**config.mk**
```make
export PLATFORM = sky130hd
export DESIGN_NAME = exec_writeback
export DESIGN_NICKNAME = d
export VERILOG_FILES = /design/src/rtl/exec_writeback_pkg.sv /design/src/rtl/exec_writeback_flag_reg.sv /design/src/rtl/exec_writeback.sv
export SDC_FILE = /design/constraint.sdc
export NUM_CORES = 1
export LEC_CHECK = 0
export BUFFER_PORTS_ARGS = -buffer_cell sky130_fd_sc_hd__buf_2
export CORE_MARGIN = 5
export CORE_UTILIZATION = 42
export CTS_CLUSTER_DIAMETER = 150
export DETAILED_ROUTE_END_ITERATION = 7
export PLACE_DENSITY = 0.81
export SLEW_MARGIN = 20
export SYNTH_ARGS = -nofsm -noshare
export SYNTH_HDL_FRONTEND = slang
export SYNTH_HIERARCHICAL = 1
export SYNTH_SLANG_ARGS = --single-unit
```
**constraint.sdc**
```tcl
create_clock -name CLK -period 3.45 [get_ports CLK]
set_clock_uncertainty 0.15 [all_clocks]
set_input_delay 0.5175 -clock CLK [delete_from_list [all_inputs] [get_ports CLK]]
set_output_delay 0.5175 -clock CLK [all_outputs]
set_load 0.1 [all_outputs]
```
**src/rtl/exec_writeback_pkg.sv**
```systemverilog
// Shared definitions for the execute/writeback stage: ALU opcodes, flag bundle
// and the hardwired-zero register index.
package definitions;

  typedef enum logic [2:0] {
    kADD  = 3'd0,
    kSUB  = 3'd1,
    kSHL  = 3'd2,
    kSHR  = 3'd3,
    kXOR  = 3'd4,
    kAND  = 3'd5,
    kOR   = 3'd6,
    kPASS = 3'd7
  } op_mne;

  typedef struct packed {
    logic c;
    logic s;
    logic z;
  } flags_t;

  localparam int unsigned kZERO_REG = 0;

  // Only the arithmetic ops own the carry and only the shifts own the shift-out flag.
  function automatic logic op_writes_c(input op_mne op);
    return (op == kADD) || (op == kSUB);
  endfunction

  function automatic logic op_writes_s(input op_mne op);
    return (op == kSHL) || (op == kSHR);
  endfunction

endpackage

```
**src/rtl/exec_writeback_flag_reg.sv**
```systemverilog
// Architectural C/S/Z flag register with op-to-flag selection and the
// start-of-sequence clear merged underneath the op's own flag write.
module flag_reg
  import definitions::*;
(
  input  logic   CLK,
  input  logic   RESET,
  input  logic   upd_i,
  input  op_mne  op_i,
  input  logic   clr_i,
  input  flags_t alu_flags_i,
  output flags_t flags_o
);

  flags_t flags_q;
  flags_t flags_d;

  // The clear is applied first so a same-cycle flag-updating op overrides it.
  always_comb begin
    flags_d = flags_q;
    if (clr_i) begin
      flags_d.c = 1'b0;
      flags_d.s = 1'b0;
    end
    if (upd_i) begin
      if (op_writes_c(op_i)) flags_d.c = alu_flags_i.c;
      if (op_writes_s(op_i)) flags_d.s = alu_flags_i.s;
      flags_d.z = alu_flags_i.z;
    end
  end

  always_ff @(posedge CLK) begin
    if (RESET) flags_q <= '0;
    else       flags_q <= flags_d;
  end

  assign flags_o = flags_q;

endmodule

```
**src/rtl/exec_writeback.sv**
```systemverilog
// Execute/writeback stage: registers the ALU result for the register-file
// write port, owns the C/S/Z flags and forwards WB data to the operand muxes.
module exec_writeback
  import definitions::*;
#(
  parameter int DW  = 8,
  parameter int RAW = 3
) (
  input  logic           CLK,
  input  logic           RESET,
  input  logic           EX_VALID,
  input  op_mne          EX_OP,
  input  logic           EX_WEN,
  input  logic [RAW-1:0] EX_DEST,
  input  logic           EX_FLAG_EN,
  input  logic           CLR_FLAGS,
  input  logic [DW-1:0]  ALU_OUT,
  input  logic           ALU_C_OUT,
  input  logic           ALU_S_OUT,
  input  logic           ALU_ZERO,
  input  logic           STALL,
  input  logic           FLUSH,
  input  logic [RAW-1:0] SRC_A_ADDR,
  input  logic [RAW-1:0] SRC_B_ADDR,
  output logic           C_FLAG,
  output logic           S_FLAG,
  output logic           Z_FLAG,
  output logic           WB_VALID,
  output logic           WB_WEN,
  output logic [RAW-1:0] WB_ADDR,
  output logic [DW-1:0]  WB_DATA,
  output logic           FWD_A_HIT,
  output logic           FWD_B_HIT
);

  localparam logic [RAW-1:0] ZeroAddr = RAW'(kZERO_REG);

  logic           advance;
  logic           accept;
  flags_t         alu_flags;
  flags_t         flags;

  logic           valid_q, valid_d;
  logic           wen_q,   wen_d;
  logic [RAW-1:0] addr_q,  addr_d;
  logic [DW-1:0]  data_q,  data_d;
  logic           fwd_live;

  assign advance   = ~STALL & ~FLUSH;
  assign accept    = EX_VALID & advance;
  assign alu_flags = {ALU_C_OUT, ALU_S_OUT, ALU_ZERO};

  flag_reg u_flag_reg (
    .CLK         (CLK),
    .RESET       (RESET),
    .upd_i       (accept & EX_FLAG_EN),
    .op_i        (EX_OP),
    .clr_i       (CLR_FLAGS & advance),
    .alu_flags_i (alu_flags),
    .flags_o     (flags)
  );

  // FLUSH kills the incoming slot even under STALL; a plain STALL holds everything.
  always_comb begin
    valid_d = valid_q;
    wen_d   = wen_q;
    addr_d  = addr_q;
    data_d  = data_q;
    if (FLUSH) begin
      valid_d = 1'b0;
      wen_d   = 1'b0;
    end else if (!STALL) begin
      valid_d = EX_VALID;
      wen_d   = EX_VALID & EX_WEN;
      if (EX_VALID) begin
        addr_d = EX_DEST;
        data_d = ALU_OUT;
      end
    end
  end

  always_ff @(posedge CLK) begin
    if (RESET) begin
      valid_q <= 1'b0;
      wen_q   <= 1'b0;
      addr_q  <= '0;
      data_q  <= '0;
    end else begin
      valid_q <= valid_d;
      wen_q   <= wen_d;
      addr_q  <= addr_d;
      data_q  <= data_d;
    end
  end

  // wen_q is only ever set together with valid_q, so it already equals WB_VALID & wen.
  assign WB_VALID = valid_q;
  assign WB_WEN   = wen_q;
  assign WB_ADDR  = addr_q;
  assign WB_DATA  = data_q;

  assign C_FLAG = flags.c;
  assign S_FLAG = flags.s;
  assign Z_FLAG = flags.z;

  assign fwd_live  = wen_q & (addr_q != ZeroAddr);
  assign FWD_A_HIT = fwd_live & (SRC_A_ADDR == addr_q);
  assign FWD_B_HIT = fwd_live & (SRC_B_ADDR == addr_q);

endmodule

```
# [Word-level counts from Yosys, hierarchy flattened]
# Cells that the tools add are included.
[totals] register_bits=16
[op_classes] n_eq_ne=5 n_mux=4 bitwise=10 n_reduce_logical=6
[op_table] cell="AND 1 bit" count=8
[op_table] cell="equality test 3 x 2 -> 1 bit, second input constant" count=2
[op_table] cell="equality test 3 bit" count=2
[op_table] cell="equality test 3 x 1 -> 1 bit, second input constant" count=1
[op_table] cell="logical NOT 3 bit" count=1
[op_table] cell="two-way mux 3 bit" count=1
[op_table] cell="AND reduction 3 bit" count=1
[op_table] cell="nonzero test 3 bit" count=1
[op_table] cell="logical OR 1 bit" count=2
[op_table] cell="two-way mux 1 bit" count=2
[op_table] cell="two-way mux 2 bit" count=1
[op_table] cell="NOT 1 bit" count=2
[op_table] cell="OR reduction 2 bit" count=1

# [Longest topological paths before layout]
# Gate-level depths: netlist of the first run.
[logic_depth] ltp_word=6 ltp_mapped=5 depth_no_buf=4

# [By module]
# The synthesis of the first run kept the hierarchy.
[by_module_without_submodules] module="exec_writeback" n_inst=1 cells_per_inst=57 area_each_um2=570.5 seq_area_each_um2=260.2
[by_module_without_submodules] module="flag_reg" n_inst=1 cells_per_inst=13 area_each_um2=148.9 seq_area_each_um2=60.1

# [Least setup slack after synthesis of the first run]
# No wires, ideal clock.
[synth_timing] path_type="register to output" from="reg addr_q[0] (netlist: WB_ADDR[0])" to="out FWD_A_HIT" t_arrival_ns=3.455 t_required_ns=2.782 setup_slack_ns=-0.672 path_stages_with_launch=4 path_buffers=0 path_cell_list="dfxtp_1 > nor2_1 > or3_1 > a2111oi_2"
[synth_between] elab_chain_cells=3
[synth_lines] element="start, declared" line_no="exec_writeback.sv:45" text="logic [RAW-1:0] addr_q, addr_d;"
[synth_lines] element="start signal, assigned" line_no="exec_writeback.sv:91" text="addr_q <= addr_d;"
[synth_lines] element="nonzero test 3 bit" line_no="exec_writeback.sv:106" text="assign fwd_live = wen_q & (addr_q != ZeroAddr);"
[synth_lines] element="AND 1 bit" line_no="exec_writeback.sv:106"
[synth_lines] element="AND 1 bit *" line_no="exec_writeback.sv:107" text="assign FWD_A_HIT = fwd_live & (SRC_A_ADDR == addr_q);"
[synth_lines] element="end, declared" line_no="exec_writeback.sv:32" text="output logic FWD_A_HIT,"
# Mark *: on every way between the ends. The rest lies on a longest branch, timed or not.

# [Final worst setup path of the first run]
[layout_timing] from="reg addr_q[0] (netlist: WB_ADDR[0])" to="out FWD_B_HIT"
[layout_between] elab_chain_cells=3
[layout_lines] element="nonzero test 3 bit" line_no="exec_writeback.sv:106"
[layout_lines] element="AND 1 bit" line_no="exec_writeback.sv:106"
[layout_lines] element="AND 1 bit *" line_no="exec_writeback.sv:108" text="assign FWD_B_HIT = fwd_live & (SRC_B_ADDR == addr_q);"
[layout_lines] element="end, declared" line_no="exec_writeback.sv:33" text="output logic FWD_B_HIT"
# Marked as above.

==> key figures, run 1 <==
Status
  – Outcome: completed

Finish
  – Area of the multi-input gates: 409 um^2
  – Share of cells above drive strength 1: 0.479
  – Synth-to-Final Area Change: 41.7%
  – FILL cells: 143
  – Ant diodes: 0
  – FF/Latch Area: 320 um^2
  – # nets final: 152

Synth
  – Mapped Cells: 70
  – Main combinational cell family by area after synthesis: simple AND/OR/NAND/NOR gates
  – Seq cells post-synth: 16
  – Top area cells in the synthesized netlist: dfxtp_1 (45%), mux2i_1 (19%), nor2_1 (6.8%)
  – Top_reg_cell synth: dfxtp_1
  – Compound-gate portion of the synthesized area: 0.0591
  – Adder-cell share of the synthesized area: 0
  – Synth Area in XOR/XNOR: 0.0487
  – Synth Warn #: 6
  – Area of the mapped netlist: 719 um^2
  – Synth area leader: dfxtp_1
  – Syn nets: 101
  – Count leader, synth: dfxtp_1
  – Simple-gate share of the synthesized area: 0.231
  – Yosys cell types: 20
  – Share of the synthesized area in the top cell type: 0.445
  – Post-synthesis mux area share: 0.195
  – Post-synthesis area per instance: 10.3 um^2
  – Number of synthesized flops with an enable pin: 0
  – Commonest cells post-synth: dfxtp_1 (16), mux2i_1 (14), nor2_1 (13)
  – Post-synth ARST share: 0
  – Register area share after synthesis: 0.445

STA
  – Fin crit period: 2630 ps
  – Setup total negative slack: 0 ps
  – Fmax: 0.381 GHz
  – Final setup violating endpoints: 0
  – Slew margin rel.: 0.674
  – RSZ-0062 raised after global routing: false
  – Fin Hold WS: 311 ps
  – Worst Max-Slew Pin Slew: 492 ps
  – Final Hold Viols: 0
  – Slew Viols, Final: 0
  – Final worst path period share: 0.761

Global routing
  – Total GRT Usage: 0.141
  – Initial antenna violation count: 0
  – Vias in the first global route: 651
  – Pin count of the biggest net entering global routing: 19
  – First-pass GRT wire length: 2840 um
  – GRT Residual Overflow: 0

CTS
  – Number of CTS-inserted buffers: 3
  – Hold_buf cts: 0
  – Clock Latency Late Sink: 270 ps
  – Max clock buf depth: 2
  – Sinks on Clock Net: 16
  – Clk Tree Root Cell: clkbuf_4
  – Setup Buffers After CTS: 0
  – H-Tree Depth: 1
  – Post-cts sizing count: 0
  – TritonCTS clock tree: built
  – CTS clk-pin slew, worst paths: 90 ps

Die
  – Die Ht: 51.4 um
  – Num rows: 15
  – Core ar.: 0.00167 mm^2
  – Top Ports: 49
  – Initial Util: 0.431
  – Die width: 51.4 um
  – Die area: 0.00264 mm^2

Critical path
  – Crit-path max FO: 5
  – Arr. time, crit path: 1960 ps
  – Startpoint types: flop
  – Setup CP Type: flop to primary output
  – CP Capture Type: primary output
  – Worst EP required: 2780 ps

Detailed routing
  – Routed via count: 678
  – Drt initial violations: 6
  – Post-Route WL: 1680 um
  – Drt via density: 4.99
  – Drt wl/cell: 12.4 um
  – 1st-pass router iterations: 4
  – Post-route ant nets: 0
  – Remaining DRCs: 0

Pwr
  – Total power: 0.376 mW
  – Leakage: 0.477 nW
  – Max VDD drop: 234 uV
  – P per Cell Area: 368 mW/mm^2

Flow run
  – MaxCap Viol Count: 0

Hold path
  – Worst min-delay path class: input port to flop

Place
  – GPL Wtd Cong: 0.682
  – IO buf count: 47
## metrics by stage
stage	std cells	setup slack (ps)	area, um^2	utilization
CTS	136	809	1020	0.610
detailed placement	133	947	997	0.597
global route	136	674	1020	0.610
floorplan	70	59.5	744	-
global placement	133	969	997	0.597
finish	136	825	1020	0.610
## final timing paths
kind | from | end | slack (ps) | cells past startpoint
setup / recovery | WB_ADDR[0] | FWD_B_HIT | 820 | 4
hold / removal | FLUSH | WB_VALID | 310 | 2
setup reg to reg | u_flag_reg/flags_o[2] | u_flag_reg/flags_o[2] | 2450 | 2
hold reg to reg | u_flag_reg/flags_o[0] | u_flag_reg/flags_o[0] | 340 | 2
## cell usage in the layout, fill, tap and decap left out
master / Yosys / routed
nor2b_1: 1 / 1
nand2b_2: 2 / 2
nor3b_1: 1 / 1
buf_4: 1 / 1
and2_1: 1 / 1
nor3b_2: 2 / 2
nor3_1: 2 / 2
nand2_1: 2 / 2
xor2_1: 4 / 4
a2111oi_4: 0 / 2
clkbuf_4: 0 / 3
or3_1: 2 / 2
nand3b_1: 1 / 1
buf_2: 0 / 47
or3b_1: 2 / 2
dfxtp_1: 16 / 16
mux2i_1: 14 / 14
a21oi_1: 1 / 1
inv_1: 1 / 1
a22oi_1: 1 / 1
nor2_1: 13 / 13
## metal layers
layer  up-vias  track usage  part of all wire
met3         2       0.0350             0.091
met2        25        0.239              0.52
met4         0       0.0786            0.0095
li1        344            -                 -
met5         -            0                 0
met1       307        0.160              0.38
## layout make-up
type	instances	share of cell area
inverters	1	0.00368
flip-flops and latches	16	0.314
repair buffers	48	0.238
multi-input cells	51	0.401
clock buffers	3	0.0221
well taps	17	0.0209
## critical path, stage by stage, from the launching register on
cell	delay, ps
dfxtp_1	420
nor2_1	80
or3_1	360
a2111oi_4	350
buf_2	470
## kinds of logic (layout without fill, tap and decap cells)
| group | Yosys count | count (layout) |
|---|---|---|
| xor+xnor | 4 | 4 |
| mux | 14 | 14 |
| compound gates | 4 | 4 |
| flops | 16 | 16 |
| buf+inv | 3 | 52 |
| simple gates | 29 | 29 |
## flip-flops by register name (all words and copies together) (netlist names)
signal	flops
WB_WEN	1
WB_ADDR	3
u_flag_reg/flags_o	3
WB_DATA	8
WB_VALID	1
## power by group
part | internal, mW | switching, mW | total (mW) | leakage, nW
sequential | 0.190 | 0.00355 | 0.193 | 0.130
clock | 0.0404 | 0.0524 | 0.0927 | 0.0138
combinational | 0.0270 | 0.0624 | 0.0893 | 0.333
Power figures use the tool's default switching activity.
==> run 2: changes to the inputs <==
- CORE_UTILIZATION: 42 -> 36
- PLACE_DENSITY: 0.81 -> 0.74
- clock period: 3.45 -> 2.3 ns (I/O delays scaled with it)
==> run 2 against run 1 <==
Compared with the run above: flip-flop and latch count did not move; count of clock-buffer cells in the layout is 1 higher; worst setup slack got worse by 690 ps; routed wire length up 8.0%; worst hold slack lost 180 ps; global-route usage is 0.76 points lower; critical path depth unchanged; power is 61% higher; core utilization down 5.1 points; sequential power rose by 50%; clock power is 94% higher; highest routed layer is now met3; register-to-register slack got worse by 1200 ps.
==> key figures, run 2 (synthesis results as in run 1) <==
STA
  – Fmax: 0.462 GHz
  – Setup total negative slack: 0 ps (unchanged)
  – Fin crit period: 2160 ps
  – Worst Max-Slew Pin Slew: 486 ps (-5.55 ps)
  – Slew margin rel.: 0.678 (+0.00368)
  – Fin Hold WS: 133 ps (-178 ps)
  – Slew Viols, Final: 0 (unchanged)
  – RSZ-0062 raised after global routing: false
  – Final worst path period share: 0.941
  – Final Hold Viols: 0 (unchanged)
  – Final setup violating endpoints: 0 (unchanged)

CTS
  – Setup Buffers After CTS: 0 (unchanged)
  – H-Tree Depth: 1 (unchanged)
  – Number of CTS-inserted buffers: 3 (unchanged)
  – Clock Latency Late Sink: 280 ps (about the same)
  – Post-cts sizing count: 0 (unchanged)
  – Hold_buf cts: 0 (unchanged)
  – Max clock buf depth: 2 (unchanged)
  – TritonCTS clock tree: built
  – Clk Tree Root Cell: clkbuf_4
  – CTS clk-pin slew, worst paths: 90 ps (about the same)
  – Sinks on Clock Net: 16 (unchanged)

Detailed routing
  – Remaining DRCs: 0 (unchanged)
  – Drt via density: 4.66 (-6.5%)
  – Post-route ant nets: 0 (unchanged)
  – Drt wl/cell: 12.4 um (about the same)
  – 1st-pass router iterations: 2 (-2)
  – Drt initial violations: 2 (-4)
  – Routed via count: 685 (+1.0%)
  – Post-Route WL: 1820 um (+8.0%)

Global routing
  – First-pass GRT wire length: 2910 um (+2.7%)
  – Initial antenna violation count: 0 (unchanged)
  – Total GRT Usage: 0.134 (-0.00764)
  – GRT Residual Overflow: 0 (unchanged)
  – Pin count of the biggest net entering global routing: 19 (unchanged)
  – Vias in the first global route: 695 (+6.8%)

Critical path
  – Arr. time, crit path: 1670 ps (-290 ps)
  – CP peak stage delay: 380 ps (-90 ps)
  – Worst EP required: 1800 ps (-980 ps)
  – CP Capture Type: primary output
  – Setup CP Type: flop to primary output
  – Cell Chain, Critical Path: nor2_1 -> or3_1 -> a2111oi_4 -> buf_12
  – Startpoint types: flop
  – Crit-path max FO: 5 (unchanged)
  – CP Buf/Inv Count: 1 (unchanged)
  – Critical path's top delay family: simple AND/OR/NAND/NOR gates
  – Highest-delay cell along the critical path: dfxtp_4

Status
  – Outcome: completed

Die
  – Die Ht: 54.7 um (+6.5%)
  – Die width: 54.7 um (+6.5%)
  – Die area: 0.00299 mm^2 (+13%)
  – Initial Util: 0.370 (-0.0602)
  – Num rows: 16 (+1)
  – Core ar.: 0.00194 mm^2 (+16%)
  – Top Ports: 49 (unchanged)

Pwr
  – P per Cell Area: 556 mW/mm^2 (+51%)
  – Max VDD drop: 327 uV (+40%)
  – Leakage: 0.491 nW (+3.1%)
  – Total power: 0.604 mW (+61%)

Place
  – IO buf count: 47 (unchanged)
  – Hpwl dp: 1550 um
  – GPL Wtd Cong: 0.640 (-6.1%)

Finish
  – Largest register FFs: 8 (unchanged)
  – FILL cells: 193 (+35%)
  – # nets final: 152 (unchanged)
  – Ant diodes: 0 (unchanged)
  – Share of cells above drive strength 1: 0.517 (+0.0377)
  – Commonest non-fill, non-tap cell in the layout: buf_2
  – Commonest cells after routing, fill and taps aside: buf_2 (45), mux2i_1 (14), nor2_1 (13)
  – Synth-to-Final Area Change: 51.0%

Flow run
  – MaxCap Viol Count: 0 (unchanged)

Hold path
  – Worst min-delay path class: input port to flop
==> run 2: metal layers <==
| metal | track usage | share of wire | vias to the layer above | wire, um |
|---|---|---|---|---|
| met1 | 0.140 | 0.36 | 312 | 662 |
| met4 | 0.0373 | 0 | 0 | 0 |
| met2 | 0.254 | 0.53 | 28 | 961 |
| met3 | 0.0381 | 0.11 | 0 | 192 |
| met5 | 0 | 0 | - | 0 |
| li1 | - | - | 345 | - |
==> run 2: final timing paths <==
| kind | from | end | slack (ps) | depth (start not counted) |
|---|---|---|---|---|
| min reg2reg | WB_DATA[1] | WB_DATA[1] | 350 | 2 |
| min | FLUSH | WB_WEN | 130 | 2 |
| max | WB_ADDR[0] | FWD_A_HIT | 140 | 4 |
| max reg2reg | u_flag_reg/flags_o[1] | u_flag_reg/flags_o[1] | 1300 | 2 |
==> run 2: metrics by stage <==
stage | setup slack (ps) | std cells | cell area (um^2) | util
finish | 136 | 147 | 1090 | 0.559
global route | 62.5 | 147 | 1090 | 0.559
CTS | 112 | 147 | 1090 | 0.559
detailed placement | 363 | 143 | 1050 | 0.541
global placement | 396 | 143 | 1050 | 0.541
floorplan | -344 | 70 | 754 | -
==> run 2: where the power goes <==
part | total (mW) | internal [mW] | switching (mW)
sequential | 0.289 | 0.284 | 0.00559
combinational | 0.135 | 0.0408 | 0.0943
clock | 0.180 | 0.0962 | 0.0835
==> run 2: final cells by class <==
type	instances	area [um^2]	area share
Clock buffer	4	36.3	0.0334
Tap cell	27	33.8	0.0311
Timing Repair Buffer	48	273	0.251
Inverter	1	3.75	0.00346
Multi-Input combinational cell	51	409	0.377
Sequential cell	16	330	0.304
